<file path="src/rtl/execute_port2_issue_queue_if.sv">
// Bus bundle between the scheduler-side producer and the ALU2 issue queue.
// The master is the scheduler (and execute-port lock source); the slave is the queue.
interface execute_port2_issue_queue_if #(
   parameter int DEPTH_N = 2
);
   logic                iFREE_EX;
   logic                iSCHE_VALID;
   logic [95:0]         iSCHE_PAYLOAD;
   logic                oSCHE_LOCK;
   logic                oEX_ALU2_VALID;
   logic [95:0]         oEX_ALU2_PAYLOAD;
   logic                iEX_ALU2_LOCK;
   logic [DEPTH_N:0]    oCOUNT;

   modport master (
      output iFREE_EX,
      output iSCHE_VALID,
      output iSCHE_PAYLOAD,
      input  oSCHE_LOCK,
      input  oEX_ALU2_VALID,
      input  oEX_ALU2_PAYLOAD,
      output iEX_ALU2_LOCK,
      input  oCOUNT
   );

   modport slave (
      input  iFREE_EX,
      input  iSCHE_VALID,
      input  iSCHE_PAYLOAD,
      output oSCHE_LOCK,
      output oEX_ALU2_VALID,
      output oEX_ALU2_PAYLOAD,
      input  iEX_ALU2_LOCK,
      output oCOUNT
   );
endinterface

</file>
<file path="src/rtl/execute_port2_issue_queue.sv">
// ALU2 issue queue: in-order circular buffer between the scheduler's ALU2
// select and execute_port2. First-word fall-through on the execute side,
// back-pressure toward the scheduler, synchronous flush on iFREE_EX.
module execute_port2_issue_queue #(
   parameter int DEPTH   = 4,
   parameter int DEPTH_N = 2
) (
   input  logic                      iCLOCK,
   input  logic                      inRESET,
   execute_port2_issue_queue_if.slave bus
);

   localparam logic [DEPTH_N:0]   FULL_CNT = (DEPTH_N + 1)'(DEPTH);
   localparam logic [DEPTH_N-1:0] PTR_ONE  = DEPTH_N'(1);
   localparam logic [DEPTH_N:0]   CNT_ONE  = (DEPTH_N + 1)'(1);

   logic [95:0]        mem_q [DEPTH];
   logic [DEPTH_N-1:0] wr_ptr_q, wr_ptr_d;
   logic [DEPTH_N-1:0] rd_ptr_q, rd_ptr_d;
   logic [DEPTH_N:0]   count_q,  count_d;

   logic full;
   logic not_empty;
   logic sche_lock;
   logic push;
   logic pop;

   // Lock only looks at the registered count: a pop in the same cycle as a
   // full queue does not open a slot until the following cycle.
   assign full      = (count_q == FULL_CNT);
   assign not_empty = (count_q != '0);
   assign sche_lock = full | bus.iFREE_EX;
   assign push      = bus.iSCHE_VALID & ~sche_lock;
   assign pop       = not_empty & ~bus.iEX_ALU2_LOCK;

   assign bus.oSCHE_LOCK       = sche_lock;
   assign bus.oEX_ALU2_VALID   = not_empty;
   assign bus.oEX_ALU2_PAYLOAD = not_empty ? mem_q[rd_ptr_q] : '0;
   assign bus.oCOUNT           = count_q;

   // Next pointers and occupancy; flush wins over any same-cycle push/pop.
   always_comb begin
      wr_ptr_d = wr_ptr_q;
      rd_ptr_d = rd_ptr_q;
      count_d  = count_q;
      if (bus.iFREE_EX) begin
         wr_ptr_d = '0;
         rd_ptr_d = '0;
         count_d  = '0;
      end else begin
         if (push) wr_ptr_d = wr_ptr_q + PTR_ONE;
         if (pop)  rd_ptr_d = rd_ptr_q + PTR_ONE;
         case ({push, pop})
            2'b10:   count_d = count_q + CNT_ONE;
            2'b01:   count_d = count_q - CNT_ONE;
            default: count_d = count_q;
         endcase
      end
   end

   // Pointer/count registers; reset clears occupancy so outputs drop at once.
   always_ff @(posedge iCLOCK or negedge inRESET) begin
      if (!inRESET) begin
         wr_ptr_q <= '0;
         rd_ptr_q <= '0;
         count_q  <= '0;
      end else begin
         wr_ptr_q <= wr_ptr_d;
         rd_ptr_q <= rd_ptr_d;
         count_q  <= count_d;
      end
   end

   // Entry storage; contents are only observed while the entry is occupied.
   always_ff @(posedge iCLOCK) begin
      if (push) mem_q[wr_ptr_q] <= bus.iSCHE_PAYLOAD;
   end

endmodule

</file>
<file path="src/flat_wrapper.sv">
// flat-port wrapper written by rule: the top's interface ports become plain ports
module execute_port2_issue_queue_flat 
#(
   parameter int DEPTH   = 4,
   parameter int DEPTH_N = 2
)
  (iCLOCK, inRESET, bus_iFREE_EX, bus_iSCHE_VALID, bus_iSCHE_PAYLOAD, bus_oSCHE_LOCK, bus_oEX_ALU2_VALID, bus_oEX_ALU2_PAYLOAD, bus_iEX_ALU2_LOCK, bus_oCOUNT);
  execute_port2_issue_queue_if #(.DEPTH_N(DEPTH_N)) bus_i ();
  input  logic iCLOCK;
  input  logic inRESET;
  input wire logic [$bits(bus_i.iFREE_EX)-1:0] bus_iFREE_EX;
  input wire logic [$bits(bus_i.iSCHE_VALID)-1:0] bus_iSCHE_VALID;
  input wire logic [$bits(bus_i.iSCHE_PAYLOAD)-1:0] bus_iSCHE_PAYLOAD;
  output wire logic [$bits(bus_i.oSCHE_LOCK)-1:0] bus_oSCHE_LOCK;
  output wire logic [$bits(bus_i.oEX_ALU2_VALID)-1:0] bus_oEX_ALU2_VALID;
  output wire logic [$bits(bus_i.oEX_ALU2_PAYLOAD)-1:0] bus_oEX_ALU2_PAYLOAD;
  input wire logic [$bits(bus_i.iEX_ALU2_LOCK)-1:0] bus_iEX_ALU2_LOCK;
  output wire logic [$bits(bus_i.oCOUNT)-1:0] bus_oCOUNT;
  assign bus_i.iFREE_EX = bus_iFREE_EX;
  assign bus_i.iSCHE_VALID = bus_iSCHE_VALID;
  assign bus_i.iSCHE_PAYLOAD = bus_iSCHE_PAYLOAD;
  assign bus_oSCHE_LOCK = bus_i.oSCHE_LOCK;
  assign bus_oEX_ALU2_VALID = bus_i.oEX_ALU2_VALID;
  assign bus_oEX_ALU2_PAYLOAD = bus_i.oEX_ALU2_PAYLOAD;
  assign bus_i.iEX_ALU2_LOCK = bus_iEX_ALU2_LOCK;
  assign bus_oCOUNT = bus_i.oCOUNT;
  execute_port2_issue_queue #(.DEPTH(DEPTH), .DEPTH_N(DEPTH_N)) u_core (.iCLOCK(iCLOCK), .inRESET(inRESET), .bus(bus_i));
endmodule
</file>
<file path="config.mk">
export PLATFORM = sky130hd
export DESIGN_NAME = execute_port2_issue_queue_flat
export DESIGN_NICKNAME = d
export VERILOG_FILES = /design/src/rtl/execute_port2_issue_queue_if.sv /design/src/rtl/execute_port2_issue_queue.sv /design/src/flat_wrapper.sv
export SDC_FILE = /design/constraint.sdc
export NUM_CORES = 1
export LEC_CHECK = 0
export ABC_AREA = 1
export CAP_MARGIN = 15
export CORE_MARGIN = 2
export CORE_UTILIZATION = 40
export DETAILED_ROUTE_END_ITERATION = 10
export GPL_TIMING_DRIVEN = 0
export PLACE_DENSITY = 0.71
export RECOVER_POWER = 25
export SLEW_MARGIN = 20
export SYNTH_ARGS = -nofsm -noshare
export SYNTH_HDL_FRONTEND = slang
export SYNTH_SLANG_ARGS = --single-unit
</file>
<file path="constraint.sdc">
create_clock -name iCLOCK -period 7.4 [get_ports iCLOCK]
set_input_delay 1.48 -clock iCLOCK [delete_from_list [all_inputs] [get_ports iCLOCK]]
set_output_delay 1.48 -clock iCLOCK [all_outputs]
set_load 0.02 [all_outputs]
</file>
* Yosys cells after proc, flatten, opt, wreduce, memory -nomap -nowiden
Memory sizes are Yosys's and may differ from the RTL's.
Cells that the tools add are included.
** Word-level totals
- Memory bits (writable) :: 384
- Bits in latches :: 0
- Register bits :: 7
- Output and inout bits :: 101
- ROM bits :: 0
- Memories :: 1
** Cells by class
- $add $sub $neg :: 4
- Equality and inequality tests :: 3
- $mul :: 0
- Divide/modulo/power cells :: 0
- Muxes and demuxes :: 9
- Order comparisons :: 0
- Reduce and logical (&&, ||, !) cells :: 4
- Shift-type cells :: 0
- Bitwise gates (word level) :: 5
** Memory list
- u_core.mem_q :: depth 4, width 96, read ports 1, clocked after memory_dff 0, wr ports 1, line execute_port2_issue_queue.sv:17 : logic [95:0] mem_q [DEPTH];
** Operators by type and width (count)
- two-way mux 96 bit :: 1
- two-way mux 2 bit :: 4
- one-hot mux 3 bit (2 select lines) :: 1
- nonzero test 3 bit :: 2
- adder 2 x 1 -> 2 bit (second input constant) :: 2
- nonzero test 2 bit :: 2
- adder 3 x 1 -> 3 bit (second input constant) :: 1
- == test 3 bit (second input constant) :: 1
- two-way mux 3 bit :: 1
- subtractor 3 x 1 -> 3 bit (second input constant) :: 1
- AND 1 bit :: 2
- == test 2 x 1 -> 1 bit (second input constant) :: 1
- == test 2 bit (second input constant) :: 1
- two-way mux 1 bit :: 2
- inverter 1 bit :: 2
- OR 1 bit :: 1

* Longest topological paths before layout
Gate-level depths: netlist of run 1.
- Depth in word-level cells :: 7
- Gate-level depth with buffers :: 12
- Depth with buffers taken out :: 12

* Worst setup path after synthesis of run 1
OpenSTA, ideal clock, no wires.
- Path kind :: input-to-reg
- Start point :: input port bus_iFREE_EX
- End point :: memory u_core.mem_q[0][0], enable pin
- Path buffers :: 0
- Slack :: 1.119 ns
- Stages :: 3
- Library setup time :: 0.552 ns
- Arrival time :: 5.729 ns
- Cell sequence :: inv_1 > nand3_2 > nor2_1
** Between the ends
- Longest elaborated chain between the ends :: 5
** Ends and longest elaborated chain
- from (decl) :: line flat_wrapper.sv:11 : input wire logic [$bits(bus_i.iFREE_EX)-1:0] bus_iFREE_EX;
- OR 1 bit :: line execute_port2_issue_queue.sv:32 : assign sche_lock = full | bus.iFREE_EX;
- inverter 1 bit :: line execute_port2_issue_queue.sv:33 : assign push = bus.iSCHE_VALID & ~sche_lock;
- AND 1 bit :: line execute_port2_issue_queue.sv:33
- two-way mux 1 bit :: line execute_port2_issue_queue.sv:76 : if (push) mem_q[wr_ptr_q] <= bus.iSCHE_PAYLOAD;
- two-way mux 1 bit (implied by the code) :: line execute_port2_issue_queue.sv:76
- to (decl) :: line execute_port2_issue_queue.sv:17
No other way between the ends.

* Worst setup path in the final report of run 1
- Start point :: register u_core.rd_ptr_q[0]
- End point :: output port bus_oEX_ALU2_PAYLOAD[64]
** Between the ends
- Longest elaborated chain between the ends :: 2
** Ends and longest elaborated chain
- from (decl) :: line execute_port2_issue_queue.sv:19 : logic [DEPTH_N-1:0] rd_ptr_q, rd_ptr_d;
- from (signal assigned) :: line execute_port2_issue_queue.sv:69 : rd_ptr_q <= rd_ptr_d;
- memory (4 x 96 bit)
- two-way mux 96 bit :: line execute_port2_issue_queue.sv:38 : assign bus.oEX_ALU2_PAYLOAD = not_empty ? mem_q[rd_ptr_q] : '0;
- to (decl) :: line flat_wrapper.sv:16 : output wire logic [$bits(bus_i.oEX_ALU2_PAYLOAD)-1:0] bus_oEX_ALU2_PAYLOAD;
No other way between the ends.

==> results of run 1 <==
## registers in the layout (all words and copies together) (netlist names)
register and flops:
u_core.wr_ptr_q 2, u_core.bus.oCOUNT 3, u_core.rd_ptr_q 2, u_core.mem_q 384
## cells in the final DEF (no fill, tap or decap), drive strengths merged
master,count
ha,4
edfxtp,384
dfrtp,7
dlygate4sd3,59
nand4,3
nor2,389
a21oi,100
clkbuf,83
nand3b,1
fa,1
clkinvlp,1
buf,60
diode,5
clkinv,16
clkdlybuf4s50,142
nand2,13
o21ai,194
xnor2,1
bufinv,7
nand3,8
inv,15
## critical path, stage by stage, from the launching register on
cell and delay, ns:
dfrtp_1 0.36, buf_4 0.15, inv_2 0.07, buf_4 0.24, clkbuf_2 0.30, o21ai_0 0.13, a21oi_1 0.37, clkdlybuf4s50_1 0.69
## metrics by stage
| step | hold slack, ns | util, % |
|---|---|---|
| floorplan | 0.515 | - |
| global placement | 0.545 | 47.7 |
| detailed placement | 0.564 | 49.1 |
| CTS | 0.580 | 52.7 |
| global route | 0.602 | 52.7 |
| finish | 0.573 | 52.7 |
## path summary, 6_finish.rpt
check	endpoint	slack, ns
min in group asynchronous	u_core.bus.oCOUNT[0]$_DFFE_PN0P_	1.29
max in group asynchronous	u_core.bus.oCOUNT[2]$_DFFE_PN0P_	5.86
worst min register to register	u_core.wr_ptr_q[1]$_DFFE_PN0P_	0.57
worst max register to register	u_core.mem_q[2][22]$_DFFE_PP_	4.81
worst min-delay path	u_core.wr_ptr_q[1]$_DFFE_PN0P_	0.57
worst max-delay path	bus_oEX_ALU2_PAYLOAD[64]	3.08
## layer usage
| metal | routed length [um] | track usage [%] | up-vias |
|---|---|---|---|
| li1 | - | - | 4792 |
| met1 | 16200 | 26.3 | 4836 |
| met2 | 18400 | 31.1 | 405 |
| met3 | 3060 | 4.12 | 79 |
| met4 | 1110 | 6.91 | 10 |
| met5 | 61 | 0 | - |
## synth_stat cells
cell type | number | area share, %
dfrtp_1 | 7 | 1.1
a21oi_1 | 99 | 3.2
nor2_4 | 1 | 0.073
xnor2_1 | 1 | 0.057
buf_2 | 17 | 0.55
nand4_1 | 3 | 0.12
o21ai_1 | 93 | 3.0
inv_2 | 4 | 0.098
fa_1 | 1 | 0.13
nand3b_1 | 1 | 0.049
nand2_1 | 11 | 0.27
nor2_1 | 388 | 9.5
o21ai_0 | 101 | 3.3
nand2_2 | 2 | 0.082
nand3_2 | 1 | 0.065
edfxtp_1 | 384 | 75
buf_6 | 4 | 0.29
clkbuf_1 | 19 | 0.47
a21oi_2 | 1 | 0.057
buf_4 | 19 | 0.93
clkbuf_2 | 16 | 0.52
inv_1 | 11 | 0.27
ha_1 | 4 | 0.33
nand3_1 | 7 | 0.23
## power breakdown
part	switching, uW	leakage (uW)	total [uW]	internal, uW
Sequential	27.3	0.00358	2560	2540
Combinational	1120	0.00255	1790	674
Clock	805	0.000657	2060	1260
Total	1950	0.00679	6420	4470
## cells by family after synthesis
family          after synthesis  synth area share (%)
compound gates              294                  9.62
xor+xnor                      1                0.0571
fa+ha+maj                     5                 0.457
buf+inv                      90                  3.13
flops                       391                  76.3
simple gates                414                  10.4
## final cells by class
type	instances	area (um2)
buffer	75	424
inverter	15	56.3
clock inverter	24	295
multi-input combinational	714	3180
timing repair buffer	221	2500
clock buffer	48	1050
sequential	391	11700
tap	511	639
fill	3177	17800
antenna	5	12.5
==> metrics.md, run 1 <==
| Metric | Value |
|---|---|
| Status | `finished, final reports clean` |
| Die height | `200 um` |
| Hold Buf Count CTS | `0` |
| Clk sink count | `391` |
| Syn_area_per_cell | `12.8 um2` |
| Worst skew pair latency | `0.53 ns` |
| Final setup margin | `3.08 ns` |
| Bufs on Longest Clock Path | `3` |
| Max-cap viol count | `0` |
| Nets | `1565` |
| First-pass GRT wire length | `57500 um` |
| Root Buffer | `clkbuf_16` |
| Worst-case reg-to-reg path depth | `8` |
| Die area | `39900 um2` |
| CTS clk-pin slew, worst paths | `0.06 ns` |
| Synth Net Count | `1301` |
| Area post-placement | `18500 um2` |
| Worst hold path class | `flip-flop to flip-flop` |
| Max VDD drop | `0.000193 V` |
| Finish-stage setup viols | `0` |
| 1st-iter DRT viols | `699` |
| Skew final | `0.0144 ns` |
| Global placer's final weighted congestion | `0.808` |
| Post-synthesis cell type count | `24` |
| GRT Residual Overflow | `0` |
| Total wire length | `38900 um` |
| Sequential cell area fraction in the yosys report | `76.3%` |
| Final ANT Viol Nets | `0` |
| RSZ-0062 raised after global routing | `no` |
| # resized after CTS | `0` |
| Via count | `10122` |
| Fin. Hold Viols | `0` |
| Post-Synthesis Cells | `1195` |
| Mapped cell area | `15300 um2` |
| Fin crit period | `4.32 ns` |
| Yosys warns | `0` |
| Core region area | `37700 um2` |
| Largest net degree at the start of global routing | `24` |
| Hold depth | `2` |
| IO Count | `202` |
| Fraction of layout cells with a size suffix above 1 | `9.81%` |
| Origin of the worst min-delay path | `u_core.wr_ptr_q[1]$_DFFE_PN0P_` |
| R2R Path Start | `u_core.bus.oCOUNT[0]$_DFFE_PN0P_` |
| Die Wd | `200 um` |
| First-pass iteration count of the detailed router | `5` |
| CP startpoint | `u_core.rd_ptr_q[0]$_DFFE_PN0P_` |
| Setup TNS | `0 ns` |
| Critical path endpoint category | `primary output` |
| Arrival time at the worst endpoint | `2.84 ns` |
| Vias per Instance | `5.05` |
| CTS Buf Count | `41` |
| Worst Path Class, Setup | `flip-flop to primary output` |
| Max-slew headroom | `47.6%` |
| Area growth syn-to-layout | `29.6%` |
| Fmax | `0.231 GHz` |
| Dpl ws | `3.22 ns` |
| Port Buf Inserts | `201` |
| Static leakage | `0.00679 uW` |
| #FFs+latches synth | `391` |
| Tot GR Track Use | `19.4%` |
| Max Slew Vio Count | `0` |
| Worst EP required | `5.92 ns` |
| Post-route cell area | `19900 um2` |
| Drt wl/cell | `19.4 um` |
| Post-CTS Setup Repair Bufs | `0` |
| # DRC | `0` |
| HPWL after DPL | `25600 um` |
| Tightest Pin Transition | `0.784 ns` |
| Htree depth | `2` |
| # rows | `71` |
| Overall Power | `6420 uW` |
| Initial antenna violation count | `11` |
| Non-Filler Instances | `2004` |
| Vias in the first global route | `9845` |
| Crit path launch type | `flip-flop` |
| Initial Util | `40.7%` |
| PD cells | `323 nW/um2` |
| Dpl cells | `1927` |
| TritonCTS clock tree | `done` |
| Period utilisation layout | `58.4%` |
| Critical Path Fanout Max | `10` |
No activity file was read; power rests on OpenSTA's default activity.
==> inputs of run 2 (changes only) <==
- clock period: 7.4 -> 4 ns (I/O delays scaled with it)
==> results of run 2 <==
Same layout as run 1 (identical final DEF). Status: finished, final reports clean.
Among the figures that moved: setup slack after placement 3.22 ns -> 0.624 ns; setup slack after layout 3.08 ns -> 0.356 ns; register-to-register setup slack 4.81 ns -> 1.41 ns; total power 6420 uW -> 11900 uW; worst IR drop on VDD 0.000193 V -> 0.000357 V
==> inputs of run 3 (changes only) <==
- CORE_UTILIZATION: 40 -> 46
- PLACE_DENSITY: 0.71 -> 0.79
==> run 3 against run 2 <==
  * Sequential share of layout area grew 0.64 points
  * Count of clock-buffer cells in the layout grew 1
  * Clock skew increased by 0.0016 ns
  * Final area decreased by 1.1%
  * Critical path depth stayed put
  * Critical path type unchanged
  * Worst setup slack better by 0.063 ns
==> metrics.md, run 3 (synthesized netlist as in run 1, its figures left out) <==
| Metric | Value |
|---|---|
| Htree depth | `2 (unchanged)` |
| Total wire length | `38900 um (about the same)` |
| Dpl cells | `1857 (was 1927)` |
| Slowest CP cell | `clkdlybuf4s50_1 (unchanged)` |
| CTS Buf Count | `40 (was 41)` |
| # DRC | `0 (unchanged)` |
| Core region area | `32700 um2 (was 37700 um2)` |
| Tightest Pin Transition | `0.659 ns (was 0.784 ns)` |
| Chain of cells forming the critical path | `buf_4 -> inv_2 -> buf_4 -> clkbuf_2 -> o21ai_1 -> a21oi_1 -> clkdlybuf4s50_1 (was buf_4 -> inv_2 -> buf_4 -> clkbuf_2 -> o21ai_0 -> a21oi_1 -> clkdlybuf4s50_1)` |
| Area growth syn-to-layout | `28.2% (was 29.6%)` |
| Worst EP required | `3.20 ns (about the same)` |
| Cell family with most CP delay | `buffers and inverters (unchanged)` |
| Vias in the first global route | `10375 (was 9845)` |
| Tot GR Track Use | `21.9% (was 19.4%)` |
| Fmax | `0.279 GHz (was 0.274 GHz)` |
| Critical Path Fanout Max | `10 (unchanged)` |
| Die area | `34800 um2 (was 39900 um2)` |
| Root Buffer | `clkbuf_16 (unchanged)` |
| Hold depth | `2 (unchanged)` |
| Max Slew Vio Count | `0 (unchanged)` |
| Static leakage | `0.00673 uW (was 0.00679 uW)` |
| Bufs on Longest Clock Path | `3 (unchanged)` |
| Initial antenna violation count | `12 (was 11)` |
| Max-slew headroom | `56.1% (was 47.6%)` |
| Critical path endpoint category | `primary output (unchanged)` |
| Fin crit period | `3.58 ns (was 3.64 ns)` |
| Fillers | `2468 (was 3177)` |
| Nets | `1563 (was 1565)` |
| IO Count | `202 (unchanged)` |
| Die Wd | `187 um (was 200 um)` |
| CP startpoint | `u_core.rd_ptr_q[0]$_DFFE_PN0P_ (unchanged)` |
| GRT Residual Overflow | `0 (unchanged)` |
| Origin of the worst min-delay path | `u_core.wr_ptr_q[1]$_DFFE_PN0P_ (unchanged)` |
| # resized after CTS | `0 (unchanged)` |
| RSZ-0062 raised after global routing | `no (unchanged)` |
| Clk sink count | `391 (unchanged)` |
| PD cells | `590 nW/um2 (was 598 nW/um2)` |
| Worst Path Buf+Inv | `5 (unchanged)` |
| Global placer's final weighted congestion | `0.794 (was 0.808)` |
| Overall Power | `11600 uW (was 11900 uW)` |
| Non-Filler Instances | `1936 (was 2004)` |
| Arrival time at the worst endpoint | `2.78 ns (was 2.84 ns)` |
| First-pass iteration count of the detailed router | `5 (unchanged)` |
| R2R Path Start | `u_core.bus.oCOUNT[0]$_DFFE_PN0P_ (unchanged)` |
| CTS clk-pin slew, worst paths | `0.06 ns (about the same)` |
| Max reg flops | `384 (unchanged)` |
| Setup TNS | `0 ns (unchanged)` |
| Hold Buf Count CTS | `0 (unchanged)` |
| Worst Path Class, Setup | `flip-flop to primary output (unchanged)` |
| Most frequent cells in the layout | `nor2_1 (384), edfxtp_1 (384), clkdlybuf4s50_1 (143) (was nor2_1 (384), edfxtp_1 (384), clkdlybuf4s50_1 (142))` |
| Post-CTS Setup Repair Bufs | `0 (unchanged)` |
| Via count | `10313 (was 10122)` |
| Max incr delay on CP | `0.67 ns (was 0.69 ns)` |
| TritonCTS clock tree | `done (unchanged)` |
| Crit path launch type | `flip-flop (unchanged)` |
| Port Buf Inserts | `201 (unchanged)` |
| Max-cap viol count | `0 (unchanged)` |
| Finish-stage setup viols | `0 (unchanged)` |
| Stages on worst setup path | `7 (unchanged)` |
| Fraction of layout cells with a size suffix above 1 | `9.29% (was 9.81%)` |
| Worst path most repeated cell | `buf_4 (unchanged)` |
| Initial Util | `46.9% (was 40.7%)` |
| Worst-case reg-to-reg path depth | `7 (was 8)` |
| Hold WS | `0.574 ns (was 0.573 ns)` |
| Status | `finished, final reports clean (unchanged)` |
| Worst skew pair latency | `0.52 ns (was 0.53 ns)` |
| # rows | `66 (was 71)` |
| 1st-iter DRT viols | `984 (was 699)` |
| Die height | `187 um (was 200 um)` |
| Worst hold path class | `flip-flop to flip-flop (unchanged)` |
| Drt wl/cell | `20.1 um (was 19.4 um)` |
| Fin. Hold Viols | `0 (unchanged)` |
| HPWL after DPL | `25100 um (was 25600 um)` |
| First-pass GRT wire length | `58700 um (was 57500 um)` |
| Final ANT Viol Nets | `0 (unchanged)` |
| Skew final | `0.0160 ns (was 0.0144 ns)` |
| Period utilisation layout | `89.5% (was 91.1%)` |
| Max VDD drop | `0.000447 V (was 0.000357 V)` |
| Vias per Instance | `5.33 (was 5.05)` |
| Reg with most FFs | `u_core.mem_q (unchanged)` |
| Largest net degree at the start of global routing | `24 (unchanged)` |
-- run 3: changes by cell type in the layout (fill, tap and decap cells not counted), moves of 2 or more --
cell	previous run	this run
buf_12	8	6
bufinv_16	7	3
clkinv_4	2	0
clkinv_1	8	12
diode_2	5	9
-- run 3: metrics by stage --
stage | cell area [um2] | setup slack, ns | utilization, %
6_report | 19700 | 0.419 | 60.1
5_1_grt | 19600 | 0.309 | 60.1
4_1_cts | 19600 | 0.398 | 60.0
3_5_place_dp | 18400 | 0.841 | 56.3
3_3_place_gp | 17900 | -5.35 | 54.7
2_1_floorplan | 15300 | -1.60 | -
-- run 3: cell type report --
class / count / area, um2 / area share [%]
inverter: 15 / 56.3 / 0.286
clock buffer: 49 / 1060 / 5.37
tap: 442 / 553 / 2.81
sequential: 391 / 11700 / 59.6
antenna: 9 / 22.5 / 0.115
buffer: 75 / 424 / 2.16
multi-input combinational: 714 / 3180 / 16.2
clock inverter: 21 / 168 / 0.853
timing repair buffer: 220 / 2490 / 12.7
-- run 3: per-layer routing --
layer	wire, um	GRT usage (%)
met4	1360	8.85
met5	34	0
met1	15600	28.1
met2	19100	37.6
met3	2770	3.48
-- run 3: final timing paths --
| path | end | slack (ns) |
|---|---|---|
| max in group asynchronous | u_core.wr_ptr_q[0]$_DFFE_PN0P_ | 3.15 |
| min in group asynchronous | u_core.bus.oCOUNT[1]$_DFFE_PN0P_ | 0.61 |
| worst min register to register | u_core.wr_ptr_q[1]$_DFFE_PN0P_ | 0.57 |
| worst max register to register | u_core.mem_q[0][25]$_DFFE_PP_ | 1.54 |
| worst max-delay path | bus_oEX_ALU2_PAYLOAD[59] | 0.42 |
| worst min-delay path | u_core.wr_ptr_q[1]$_DFFE_PN0P_ | 0.57 |
-- run 3: power breakdown --
| part | total, uW | switching (uW) | internal, uW |
|---|---|---|---|
| logic | 3340 | 2090 | 1250 |
| registers | 4750 | 54.7 | 4690 |
| clock network | 3500 | 1440 | 2060 |
-- run 3: tightest hold or removal path, delay by kind of cell (launching register included) --
kind	cells	cell delay, ns
DFF	1	0.39
and+or+nand+nor	2	0.15
